### src/rtl/bridge_pkg.sv
// Shared definitions for the APB master controller.
//   - fsm_state_t   : internal controller states
//   - APB_ST_*      : external 2-bit status encodings driven on apb_state
//   - TIMEOUT_CYC   : ACCESS wait-cycle limit before a transfer is forced to end
//   - PKT_*         : bit positions of the fields inside a 64-bit command packet
//   - sel_onehot()  : slave-select index to one-hot psel vector
package bridge_pkg;

  typedef enum logic [2:0] {
    ST_IDLE   = 3'd0,
    ST_FETCH  = 3'd1,
    ST_SETUP  = 3'd2,
    ST_ACCESS = 3'd3,
    ST_PUSH   = 3'd4
  } fsm_state_t;

  localparam logic [1:0] APB_ST_IDLE   = 2'd0;
  localparam logic [1:0] APB_ST_SETUP  = 2'd1;
  localparam logic [1:0] APB_ST_ACCESS = 2'd2;
  localparam logic [1:0] APB_ST_BUSY   = 2'd3;

  localparam logic [7:0] TIMEOUT_CYC = 8'd255;

  localparam int PKT_WRITE_BIT = 63;
  localparam int PKT_SEL_HI    = 41;
  localparam int PKT_SEL_LO    = 40;
  localparam int PKT_ADDR_HI   = 39;
  localparam int PKT_ADDR_LO   = 32;
  localparam int PKT_DATA_HI   = 31;
  localparam int PKT_DATA_LO   = 0;

  function automatic logic [3:0] sel_onehot(input logic [1:0] sel);
    return 4'b0001 << sel;
  endfunction

endpackage

### src/rtl/apb_master_ctrl.sv
// APB master controller: pops command packets from a write FIFO, runs one APB
// transfer per packet and, for reads, pushes {pslverr, 31'b0, prdata} into a
// read FIFO. Transfers that see no pready within the timeout end with an error.
//
// Ports
//   clk, rst            : clock, asynchronous active-high reset
//   ctrl_en             : 0 blocks fetching of new commands
//   wfifo_empty/ren     : write-FIFO empty flag / pop strobe
//   wfifo_rdata         : command packet (valid the cycle after wfifo_ren)
//   rfifo_full/wen/wdata: read-FIFO full flag / push strobe / push data
//   psel..pslverr       : APB master interface
//   apb_state           : IDLE=0, SETUP=1, ACCESS=2, BUSY=3 (FETCH or PUSH)
//   err_flag, err_clr   : sticky error flag and its clear
module apb_master_ctrl
  import bridge_pkg::*;
(
  input  logic        clk,
  input  logic        rst,
  input  logic        ctrl_en,
  input  logic        wfifo_empty,
  output logic        wfifo_ren,
  input  logic [63:0] wfifo_rdata,
  input  logic        rfifo_full,
  output logic        rfifo_wen,
  output logic [63:0] rfifo_wdata,
  output logic [3:0]  psel,
  output logic        penable,
  output logic        pwrite,
  output logic [7:0]  paddr,
  output logic [31:0] pwdata,
  input  logic [31:0] prdata,
  input  logic        pready,
  input  logic        pslverr,
  output logic [1:0]  apb_state,
  output logic        err_flag,
  input  logic        err_clr
);

  // The counter starts at 0 on the first ACCESS cycle, so it holds
  // TIMEOUT_CYC-1 during the last allowed one; it reaches TIMEOUT_CYC as the
  // forced completion takes effect.
  localparam logic [7:0] TIMEOUT_LAST = TIMEOUT_CYC - 8'd1;

  fsm_state_t  state_reg, state_next;
  logic        cmd_write_reg;
  logic [1:0]  cmd_sel_reg;
  logic [7:0]  cmd_addr_reg;
  logic [31:0] cmd_data_reg;
  logic [7:0]  wait_cnt_reg;
  logic [63:0] rdata_reg;
  logic        err_reg;

  logic        access_done;
  logic        access_err;
  logic        timeout;

  // Packet bits outside the defined fields carry no meaning.
  logic        unused_pkt_bits;
  assign unused_pkt_bits = ^wfifo_rdata[62:42];

  always_comb begin
    state_next  = state_reg;
    wfifo_ren   = 1'b0;
    rfifo_wen   = 1'b0;
    access_done = 1'b0;
    access_err  = 1'b0;
    timeout     = 1'b0;
    case (state_reg)
      ST_IDLE: begin
        // rst gating keeps the pop strobe low while reset is held.
        if (ctrl_en && !wfifo_empty && !rst) begin
          wfifo_ren  = 1'b1;
          state_next = ST_FETCH;
        end
      end
      ST_FETCH: state_next = ST_SETUP;
      ST_SETUP: state_next = ST_ACCESS;
      ST_ACCESS: begin
        if (pready) begin
          access_done = 1'b1;
          access_err  = pslverr;
        end else if (wait_cnt_reg == TIMEOUT_LAST) begin
          access_done = 1'b1;
          access_err  = 1'b1;
          timeout     = 1'b1;
        end
        if (access_done) begin
          state_next = cmd_write_reg ? ST_IDLE : ST_PUSH;
        end
      end
      ST_PUSH: begin
        if (!rfifo_full) begin
          rfifo_wen  = 1'b1;
          state_next = ST_IDLE;
        end
      end
      default: state_next = ST_IDLE;
    endcase
  end

  always_ff @(posedge clk or posedge rst) begin
    if (rst) begin
      state_reg     <= ST_IDLE;
      cmd_write_reg <= 1'b0;
      cmd_sel_reg   <= 2'd0;
      cmd_addr_reg  <= 8'd0;
      cmd_data_reg  <= 32'd0;
      wait_cnt_reg  <= 8'd0;
      rdata_reg     <= 64'd0;
      err_reg       <= 1'b0;
    end else begin
      state_reg <= state_next;

      if (state_reg == ST_FETCH) begin
        cmd_write_reg <= wfifo_rdata[PKT_WRITE_BIT];
        cmd_sel_reg   <= wfifo_rdata[PKT_SEL_HI:PKT_SEL_LO];
        cmd_addr_reg  <= wfifo_rdata[PKT_ADDR_HI:PKT_ADDR_LO];
        cmd_data_reg  <= wfifo_rdata[PKT_DATA_HI:PKT_DATA_LO];
      end

      if (state_reg == ST_SETUP) begin
        wait_cnt_reg <= 8'd0;
      end else if (state_reg == ST_ACCESS && !pready) begin
        wait_cnt_reg <= wait_cnt_reg + 8'd1;
      end

      // Read data is held unchanged for as long as the read FIFO stays full.
      if (access_done && !cmd_write_reg) begin
        rdata_reg <= timeout ? {1'b1, 63'd0} : {pslverr, 31'd0, prdata};
      end

      // A new error in the same cycle as err_clr keeps the flag set.
      if (access_done && access_err) begin
        err_reg <= 1'b1;
      end else if (err_clr) begin
        err_reg <= 1'b0;
      end
    end
  end

  // APB outputs decode straight from the state register so reset forces them
  // low immediately.
  assign psel        = (state_reg == ST_SETUP || state_reg == ST_ACCESS) ?
                       sel_onehot(cmd_sel_reg) : 4'd0;
  assign penable     = (state_reg == ST_ACCESS);
  assign pwrite      = cmd_write_reg;
  assign paddr       = cmd_addr_reg;
  assign pwdata      = cmd_data_reg;
  assign rfifo_wdata = rdata_reg;
  assign err_flag    = err_reg;

  always_comb begin
    apb_state = APB_ST_BUSY;
    case (state_reg)
      ST_IDLE:   apb_state = APB_ST_IDLE;
      ST_SETUP:  apb_state = APB_ST_SETUP;
      ST_ACCESS: apb_state = APB_ST_ACCESS;
      default:   apb_state = APB_ST_BUSY;
    endcase
  end

endmodule

### config.mk
export PLATFORM = sky130hd
export DESIGN_NAME = apb_master_ctrl
export DESIGN_NICKNAME = d
export VERILOG_FILES = /design/src/rtl/bridge_pkg.sv /design/src/rtl/apb_master_ctrl.sv
export SDC_FILE = /design/constraint.sdc
export NUM_CORES = 1
export LEC_CHECK = 0
export ABC_AREA = 1
export BUFFER_PORTS_ARGS = -buffer_cell sky130_fd_sc_hd__buf_4
export CORE_MARGIN = 3
export CORE_UTILIZATION = 45
export CTS_BUF_LIST = sky130_fd_sc_hd__clkbuf_8
export CTS_CLUSTER_DIAMETER = 150
export DETAILED_ROUTE_END_ITERATION = 8
export PLACE_DENSITY = 0.9
export SYNTH_ARGS = -nofsm -noshare
export SYNTH_HDL_FRONTEND = slang
export SYNTH_SLANG_ARGS = --single-unit
### constraint.sdc
create_clock -name clk -period 3.4 [get_ports clk]
set_input_delay 0.34 -clock clk [delete_from_list [all_inputs] [get_ports clk]]
set_output_delay 0.34 -clock clk [all_outputs]
set_load 0.03 [all_outputs]
==> run metrics, run 1 <==
type of the worst setup path reg2out; clock tree from TritonCTS yes; DR iter-0 viols 127; router iterations before antenna repair 4; worst clock skew on the final layout 0.0107 ns; Crit path required time 3.06 ns; yosys warns 0; number of cells after detailed placement 638; Nets 647; flip-flop count of the largest register, all copies and words added 33; R2R setup slack 1.41 ns; pin count of the biggest net entering global routing 59; Post-CTS Setup Repair Bufs 0; Routability Congestion 0.788; total CTS buffers 9; final standard cell count with taps included and fillers excluded 654; maximum clock frequency between 400 and 500 MHz; via count between 3000 and 4000; largest fanout on the critical path 36; biggest area consumer among synthesized cells sky130_fd_sc_hd__dfrtp_1; vertical extent of the die 101 um; via-per-instance ratio 4.94; internal power summed over all cells around 3200 uW; Psw 2540 uW; grt total ovfl 0; synthesis-to-layout area growth 33.9%; buffers from clock root to sink, at most 2; status completed; Clk pwr share approximately 14%; worst reg-to-reg path cell count 7; post-synthesis area per instance approximately 11 um^2; number of instances in the synthesized netlist 381; # port buffers roughly 170; share of total power in combinational logic a little over half; sequential fraction of the synthesis area 54.1%; Pwr Density 1050 nW/um^2; setup_tns 0 ns; Antenna Cells 0; WL final 10100 um; type of the tightest min-delay check in2async; worst hold slack 0.141 ns; final antenna-violating net count 0; LEAKAGE 0.00292 uW; cts hold-fix bufs 0; Worst-Skew Late Latency 0.34 ns; slew at the pin with the worst max-slew slack ~1.0 ns; Row Count 34; multi-input logic area 1530 um^2; share of cells above drive strength 1 43.2%; count of pins over their slew limit 0; final-report hold violation count 0; post-CTS clock slew at the launch and capture registers of the worst setup and hold paths 0.09 ns; share of the clock period used by the worst path after layout between 60% and 70%; I/O pins approximately 220; storage element area 2200 um^2; floorplan die area 10200 um^2; switch share ~44%; wire length of the first global-routing pass roughly 16000 um; Overall Global Routing Usage 19.3%; starting density of the core 46.4%; arrival time reported for the critical path endpoint 1.93 ns; sink count of the clock tree about 90; ys async rst share 100%; largest voltage drop on the vdd net about 0.58 mV; kind of end point of the critical path primary output; number of global-route vias before repair 3219; CP startpoint kind register; Die Width 101 um; dominant cells by area after synthesis sky130_fd_sc_hd__dfrtp_1, sky130_fd_sc_hd__nand2_1, sky130_fd_sc_hd__mux2_4, sky130_fd_sc_hd__nand4_1, sky130_fd_sc_hd__buf_4; number of distinct standard cells referenced by the synthesized netlist 29; number of fillers in the final layout 699; Root Buffer Master sky130_fd_sc_hd__clkbuf_8; relative contribution of sequential cells to total power 31.8%; core region area ~8800 um^2; DRC violation count after routing 0; most frequent cells after synthesis sky130_fd_sc_hd__nand2_1, sky130_fd_sc_hd__dfrtp_1, sky130_fd_sc_hd__nand4_1; count of flip-flops with a built-in enable after synthesis 0; number of antenna violations at the first check in global routing 0; unrepaired setup endpoints after global routing no; detailed-placement wirelength estimate 7400 um; # H-tree levels 3; most frequently used flop master after synthesis sky130_fd_sc_hd__dfrtp_1; share of the synthesized area in the top cell type between 50% and 60%; count of state elements after synthesis 88; shortest period the worst path allows 2.27 ns; post-synthesis instance area 4070 um^2; average routed wire per standard cell 15.5 um; most common cell in the netlist sky130_fd_sc_hd__nand2_1; post-route worst setup slack 1.13 ns; count of final setup violators 0; CTS-repair resized insts 0; # Max-Cap Violations 0; worst relative slew slack 29.7%; setup slack at placement 1.40 ns
[cells by family after synthesis]
group | after synthesis | synth area share [%]
AO/OA/AOI/OAI | 12 | 1.60
XOR/XNOR | 1 | 0.215
adder cells (fa/ha/maj) | 2 | 0.615
buffers and inverters | 70 | 10.9
flip-flops | 88 | 54.1
multiplexers | 40 | 13.2
other | 1 | 0.0922
AND/OR/NAND/NOR | 167 | 19.2
[worst max-delay path: stages (launching register included)]
cell                      delay [ns]
sky130_fd_sc_hd__dfrtp_1        0.48
sky130_fd_sc_hd__nand2_1        0.13
sky130_fd_sc_hd__nor2_4         0.65
sky130_fd_sc_hd__nor2_1         0.12
sky130_fd_sc_hd__buf_4          0.20
[stage by stage]
stage / area (um^2) / total power [uW] / util, %
after floorplan: 4190 / 3910 / -
after global placement: 5220 / 4840 / 59.6
after detailed placement: 5220 / 4950 / 59.6
after CTS: 5450 / 5790 / 62.2
after global routing: 5450 / 6040 / 62.2
final: 5450 / 5720 / 62.2
[path summary, 6_finish.rpt]
check / start / end
max: state_reg[1] / apb_state[0]
min: rst / wait_cnt_reg[5]
max reg2reg: state_reg[1] / wait_cnt_reg[1]
min reg2reg: rfifo_wdata[13] / rfifo_wdata[13]
max in group asynchronous: rst / rfifo_wdata[4]
min in group clk: err_clr / err_flag
[final cells by class]
cell class,count,area share (%)
Clock buffer,10,2.53
Clock inverter,6,1.65
Inverter,19,1.38
Multi-Input combinational cell,253,28.1
Sequential cell,88,40.4
Tap cell,108,2.48
Timing Repair Buffer,170,23.4
[power by group through the flow]
stage | combinational [uW] | sequential, uW | clock, uW
final | 3080 | 1820 | 816
after global routing | 3280 | 1880 | 884
after CTS | 3120 | 1830 | 842
after detailed placement | 3110 | 1840 | 0
after global placement | 3040 | 1800 | 0
after floorplan | 1260 | 2650 | 0
[cells in the final DEF (no fill, tap or decap), types with 2 or more instances in the layout]
master                       count
sky130_fd_sc_hd__buf_4         170
sky130_fd_sc_hd__clkbuf_8       10
sky130_fd_sc_hd__conb_1         31
sky130_fd_sc_hd__nor3_1          5
sky130_fd_sc_hd__a21oi_1         6
sky130_fd_sc_hd__ha_1            2
sky130_fd_sc_hd__bufinv_16       2
sky130_fd_sc_hd__inv_6           2
sky130_fd_sc_hd__nand2_2         2
sky130_fd_sc_hd__nand3_1        10
sky130_fd_sc_hd__dfrtp_1        88
sky130_fd_sc_hd__inv_2           2
sky130_fd_sc_hd__nand2_1        93
sky130_fd_sc_hd__mux2_2         17
sky130_fd_sc_hd__clkinvlp_4      2
sky130_fd_sc_hd__mux2_4         23
sky130_fd_sc_hd__nand3_2         2
sky130_fd_sc_hd__inv_1          14
sky130_fd_sc_hd__nand4_1        38
sky130_fd_sc_hd__nor2_1         12
sky130_fd_sc_hd__o21ai_0         4
sky130_fd_sc_hd__clkinv_1        2
[routing by layer]
| layer | part of all wire, % | vias up | global-route usage (%) |
|---|---|---|---|
| met5 | 0 | - | 0 |
| met4 | 1.3 | 0 | 6.44 |
| met3 | 7.9 | 14 | 5.67 |
| met2 | 51 | 147 | 31.0 |
| met1 | 40 | 1531 | 25.0 |
| li1 | - | 1536 | - |
(Power assumes the default switching activity.)
==> run 2: changes to the inputs <==
--- a/config.mk
+++ b/config.mk
@@ -8,11 +8,11 @@
 export ABC_AREA = 1
 export BUFFER_PORTS_ARGS = -buffer_cell sky130_fd_sc_hd__buf_4
 export CORE_MARGIN = 3
-export CORE_UTILIZATION = 45
+export CORE_UTILIZATION = 42
 export CTS_BUF_LIST = sky130_fd_sc_hd__clkbuf_8
 export CTS_CLUSTER_DIAMETER = 150
 export DETAILED_ROUTE_END_ITERATION = 8
-export PLACE_DENSITY = 0.9
+export PLACE_DENSITY = 0.89
 export SYNTH_ARGS = -nofsm -noshare
 export SYNTH_HDL_FRONTEND = slang
 export SYNTH_SLANG_ARGS = --single-unit
==> constraint.sdc (replaced) <==
create_clock -name clk -period 2.05 [get_ports clk]
set_input_delay 0.205 -clock clk [delete_from_list [all_inputs] [get_ports clk]]
set_output_delay 0.205 -clock clk [all_outputs]
set_load 0.03 [all_outputs]
==> run metrics, run 2 (synthesis results as in run 1) <==
type of the worst setup path reg2out; clock tree from TritonCTS yes; unrepaired setup endpoints after global routing no; number of global-route vias before repair 3267; total CTS buffers 9; via count 3204; status completed; I/O pins 219; CP startpoint kind register; number of antenna violations at the first check in global routing 0; Pwr Density ~1700 nW/um^2; cell type with the highest occurrence count on the critical path sky130_fd_sc_hd__inv_1; share of cells above drive strength 1 43.8%; most frequent cells in the layout sky130_fd_sc_hd__buf_4, sky130_fd_sc_hd__nand2_1, sky130_fd_sc_hd__dfrtp_1, sky130_fd_sc_hd__nand4_1, sky130_fd_sc_hd__conb_1; # port buffers around 170; final instance area 5480 um^2; synthesis-to-layout area growth 34.7%; wire length of the first global-routing pass 16500 um; multi-input logic area 1550 um^2; largest voltage drop on the vdd net roughly 1.0 mV; post-route core utilization 58.8%; storage element area roughly 2200 um^2; most common cell after layout, fill and taps aside sky130_fd_sc_hd__buf_4; via-per-instance ratio 4.75; Post-CTS Setup Repair Bufs 0; peak per-stage delay on the critical path between 0.4 and 0.5 ns; WL final 10100 um; share of the clock period used by the worst path after layout ~89%; final antenna-violating net count 0; vertical extent of the die 104 um; cts hold-fix bufs 0; Row Count 35; count of final setup violators 0; placed standard-cell area 5280 um^2; buffers from clock root to sink, at most 2; worst clock skew on the final layout 0.0123 ns; relative contribution of sequential cells to total power 32.4%; LEAKAGE 0.00291 uW; flip-flop count of the largest register, all copies and words added 33; core region area 9330 um^2; Worst-Skew Late Latency about 0.35 ns; Psw 4260 uW; Root Buffer Master sky130_fd_sc_hd__clkbuf_8; final-report hold violation count 0; share of total power in combinational logic a little under three fifths; router iterations before antenna repair 4; largest fanout on the critical path 10; kind of end point of the critical path primary output; Antenna Cells 0; sink count of the clock tree 88; Nets approximately 650; floorplan die area ~11000 um^2; Die Width 104 um; # H-tree levels 3; Clk pwr share between 10 and 15%; internal power summed over all cells around 5100 uW; Routability Congestion 0.876; dominant delay contributor by cell family on the critical path flip-flops; DRC violation count after routing 0; post-CTS clock slew at the launch and capture registers of the worst setup and hold paths 0.10 ns; shortest period the worst path allows roughly 1.8 ns; type of the tightest min-delay check in2async; starting density of the core 43.6%; detailed-placement wirelength estimate 7400 um; average routed wire per standard cell roughly 15 um; master of the slowest instance on the critical path sky130_fd_sc_hd__dfrtp_1; count of buffer and inverter cells on the critical path 3; number of fillers in the final layout 774; grt total ovfl 0; CP cell instances inv_1 > nand3_4 > nand2_1 > inv_1 > nor3_1 > buf_4; count of pins over their slew limit 0; worst hold slack 0.0430 ns; R2R setup slack 0.42 ns; # Max-Cap Violations 0; maximum clock frequency 550 MHz; Overall Global Routing Usage approximately a fifth; DR iter-0 viols roughly 140; Crit path required time 1.85 ns; switch share 45.6%; arrival time reported for the critical path endpoint around 1.6 ns; pin count of the biggest net entering global routing 89
## run 2: changes by cell type in the layout (fill, tap and decap cells not counted)
cell,change
sky130_fd_sc_hd__nand3_1,-1
sky130_fd_sc_hd__clkinv_2,-1
sky130_fd_sc_hd__bufinv_16,-2
sky130_fd_sc_hd__nand3_4,+1
sky130_fd_sc_hd__buf_4,-2
sky130_fd_sc_hd__nor3_1,-1
sky130_fd_sc_hd__buf_12,+2
sky130_fd_sc_hd__nor3_2,+1
sky130_fd_sc_hd__clkinv_4,+3
sky130_fd_sc_hd__dfrtp_2,+1
sky130_fd_sc_hd__dfrtp_1,-1
## run 2: power by group through the flow
stage | combinational [uW] | clock [uW] | sequential (uW)
after floorplan | 2100 | 0 | 4390
after global placement | 5090 | 0 | 2980
after detailed placement | 5210 | 0 | 3050
after CTS | 5210 | 1180 | 3020
after global routing | 5510 | 1270 | 3130
final | 5180 | 1130 | 3030
## run 2: repair_timing
item / 4_1_cts / 5_1_grt
hold endpoints to repair: 0 / 0
endpoints found under the setup margin: 0 / 3
gates resized for setup: 0 / 3
## run 2: tightest hold or removal path: stages
cell and delay (ns):
sky130_fd_sc_hd__buf_4 0.12, sky130_fd_sc_hd__clkinvlp_4 0.11, sky130_fd_sc_hd__buf_12 0.39
## run 2: layer usage
metal | GRT usage (%) | vias up | routed length (um)
met3 | 4.16 | 9 | 679
li1 | - | 1529 | -
met1 | 22.8 | 1541 | 4020
met5 | 0 | - | 0
met4 | 5.70 | 0 | 110
met2 | 32.9 | 125 | 5340
## run 2: layout make-up
| cell class | instances | area share (%) |
|---|---|---|
| repair buffers | 170 | 23.7 |
| clock buffers | 10 | 2.51 |
| multi-input cells | 253 | 28.3 |
| inverters | 19 | 1.37 |
| flip-flops and latches | 88 | 40.2 |
| clock inverters | 6 | 0.936 |
| well taps | 129 | 2.94 |
## run 2: stage by stage
step                instances  TNS, ns  total power, uW  setup slack, ns
floorplan                 411   -0.245             6490           -0.149
finish                    675        0             9340            0.233
detailed placement        659        0             8250            0.369
global placement          659        0             8070            0.440
CTS                       675        0             9410            0.164
global route              675        0             9910           0.0136
## run 2: worst paths after layout
check | start | end | cells past startpoint
max reg2reg | state_reg[1] | paddr[7] | 4
max in group asynchronous | rst | state_reg[1] | 3
min | rst | pwdata[0] | 3
min in group clk | wfifo_rdata[26] | pwdata[26] | 2
min reg2reg | rfifo_wdata[7] | rfifo_wdata[7] | 2
max | state_reg[0] | psel[2] | 6
==> run 3: changes to the inputs <==
--- a/config.mk
+++ b/config.mk
@@ -6,13 +6,13 @@
 export NUM_CORES = 1
 export LEC_CHECK = 0
 export ABC_AREA = 1
-export BUFFER_PORTS_ARGS = -buffer_cell sky130_fd_sc_hd__buf_4
+export BUFFER_PORTS_ARGS = -buffer_cell sky130_fd_sc_hd__buf_2
 export CORE_MARGIN = 3
 export CORE_UTILIZATION = 42
 export CTS_BUF_LIST = sky130_fd_sc_hd__clkbuf_8
 export CTS_CLUSTER_DIAMETER = 150
 export DETAILED_ROUTE_END_ITERATION = 8
-export PLACE_DENSITY = 0.89
+export PLACE_DENSITY = 0.79
 export SYNTH_ARGS = -nofsm -noshare
 export SYNTH_HDL_FRONTEND = slang
 export SYNTH_SLANG_ARGS = --single-unit
==> run metrics, run 3 (synthesis results as in run 1) <==
DR iter-0 viols 85; type of the worst setup path reg2out; Crit path required time 1.85 ns; most common cell after layout, fill and taps aside sky130_fd_sc_hd__buf_2; clock tree from TritonCTS yes; post-route worst setup slack 0.174 ns; R2R setup slack 0.45 ns; reg2reg end pwdata[26]; setup slack at placement approximately 0.48 ns; share of the clock period used by the worst path after layout 91.5%; cts hold-fix bufs 0; via-per-instance ratio around 4.8; I/O pins roughly 220; flip-flop count of the largest register, all copies and words added 33; kind of end point of the critical path primary output; most frequent cells in the layout sky130_fd_sc_hd__buf_2, sky130_fd_sc_hd__nand2_1, sky130_fd_sc_hd__dfrtp_1, sky130_fd_sc_hd__nand4_1, sky130_fd_sc_hd__conb_1; detailed-placement wirelength estimate 7090 um; DRC violation count after routing 0; number of cells after detailed placement 660; # H-tree levels 3; Antenna Cells 0; grt total ovfl 0; vertical extent of the die 104 um; final-report hold violation count 0; number of global-route vias before repair approximately 3200; Root Buffer Master sky130_fd_sc_hd__clkbuf_8; count of final setup violators 0; number of antenna violations at the first check in global routing 0; buffers from clock root to sink, at most 2; Pwr Density 1760 nW/um^2; post-route core utilization 54.9%; RR Startpoint state_reg[1]; share of cells above drive strength 1 43.4%; # Max-Cap Violations 0; CP startpoint kind register; LEAKAGE around 0.0028 uW; total CTS buffers 9; pin count of the biggest net entering global routing 89; router iterations before antenna repair 4; floorplan die area ~11000 um^2; worst reg-to-reg path cell count 4; synthesis-to-layout area growth 25.8%; core region area about 9300 um^2; sink count of the clock tree 88; via count ~3300; count of pins over their slew limit 0; Nets roughly 650; Die Width 104 um; maximum clock frequency 533 MHz; average routed wire per standard cell 14.5 um; # port buffers 166; type of the tightest min-delay check in2async; largest voltage drop on the vdd net approximately 1.0 mV; starting density of the core 43.6%; final standard cell count with taps included and fillers excluded 675; Routability Congestion 0.842; unrepaired setup endpoints after global routing no; Overall Global Routing Usage 17.6%; Worst-Skew Late Latency 0.36 ns; WL final 9780 um; wire length of the first global-routing pass 15800 um; post-CTS clock slew at the launch and capture registers of the worst setup and hold paths 0.10 ns; shortest period the worst path allows 1.88 ns; placed standard-cell area around 4900 um^2; Row Count 35; status completed; arrival time reported for the critical path endpoint approximately 1.7 ns; largest fanout on the critical path 5; worst clock skew on the final layout 0.0143 ns; final instance area 5120 um^2; final antenna-violating net count 0
## run 3: changes by cell type in the layout (fill, tap and decap cells not counted), moves of 2 or more
cell / before / now
sky130_fd_sc_hd__buf_4: 168 / 1
sky130_fd_sc_hd__buf_2: 0 / 166
sky130_fd_sc_hd__buf_12: 2 / 4
sky130_fd_sc_hd__clkinv_4: 3 / 1
sky130_fd_sc_hd__bufinv_16: 0 / 2
## run 3: worst max-delay path, stage by stage, from the launching register on
cell,delay (ns)
sky130_fd_sc_hd__dfrtp_1,0.44
sky130_fd_sc_hd__inv_2,0.15
sky130_fd_sc_hd__nand3_1,0.17
sky130_fd_sc_hd__nand2_1,0.12
sky130_fd_sc_hd__inv_1,0.08
sky130_fd_sc_hd__nor3_1,0.14
sky130_fd_sc_hd__buf_2,0.23
## run 3: through the flow
stage	TNS (ns)	hold slack, ns	total power, uW
after global placement	0	0.400	7610
after CTS	0	0.0462	9090
after global routing	0	0.0597	9500
after floorplan	-0.245	0.312	6490
after detailed placement	0	0.439	7750
final	0	0.0131	9010
## run 3: what timing repair did
action,4_1_cts,5_1_grt
setup endpoints to repair,0,3
setup buffers,0,0
gates resized for setup,0,1
hold endpoints to repair,0,0
## run 3: final cells by class
| class | count | area (um^2) |
|---|---|---|
| well taps | 129 | 161 |
| repair buffers | 171 | 918 |
| multi-input cells | 253 | 1550 |
| inverters | 19 | 75.1 |
| fillers | 825 | 4210 |
| flip-flops and latches | 88 | 2200 |
| clock buffers | 9 | 124 |
| clock inverters | 6 | 92.6 |
## run 3: worst max path at each step
| stage | cells past startpoint | slack (ns) | startpoint | endpoint |
|---|---|---|---|---|
| 2_1_floorplan | 3 | -0.15 | rst | wfifo_ren |
| 3_3_place_gp | 9 | 0.53 | wait_cnt_reg[0] | rfifo_wdata[4] |
| 3_5_place_dp | 9 | 0.48 | wait_cnt_reg[0] | rfifo_wdata[12] |
| 4_1_cts | 6 | 0.12 | state_reg[2] | psel[2] |
| 5_1_grt | 6 | 0.03 | state_reg[2] | psel[2] |
| 6_report | 6 | 0.17 | state_reg[2] | psel[2] |
## run 3: per-layer routing
metal	track usage, %	share of wire (%)
met1	21.3	41
met2	30.2	49
met3	4.16	7.6
met4	7.12	2.3
met5	0	0
## run 3: where the power goes
group          internal, uW  switching [uW]
Sequential             2520             450
Clock                   686             630
Combinational          1630            3090
Total                  4840            4170
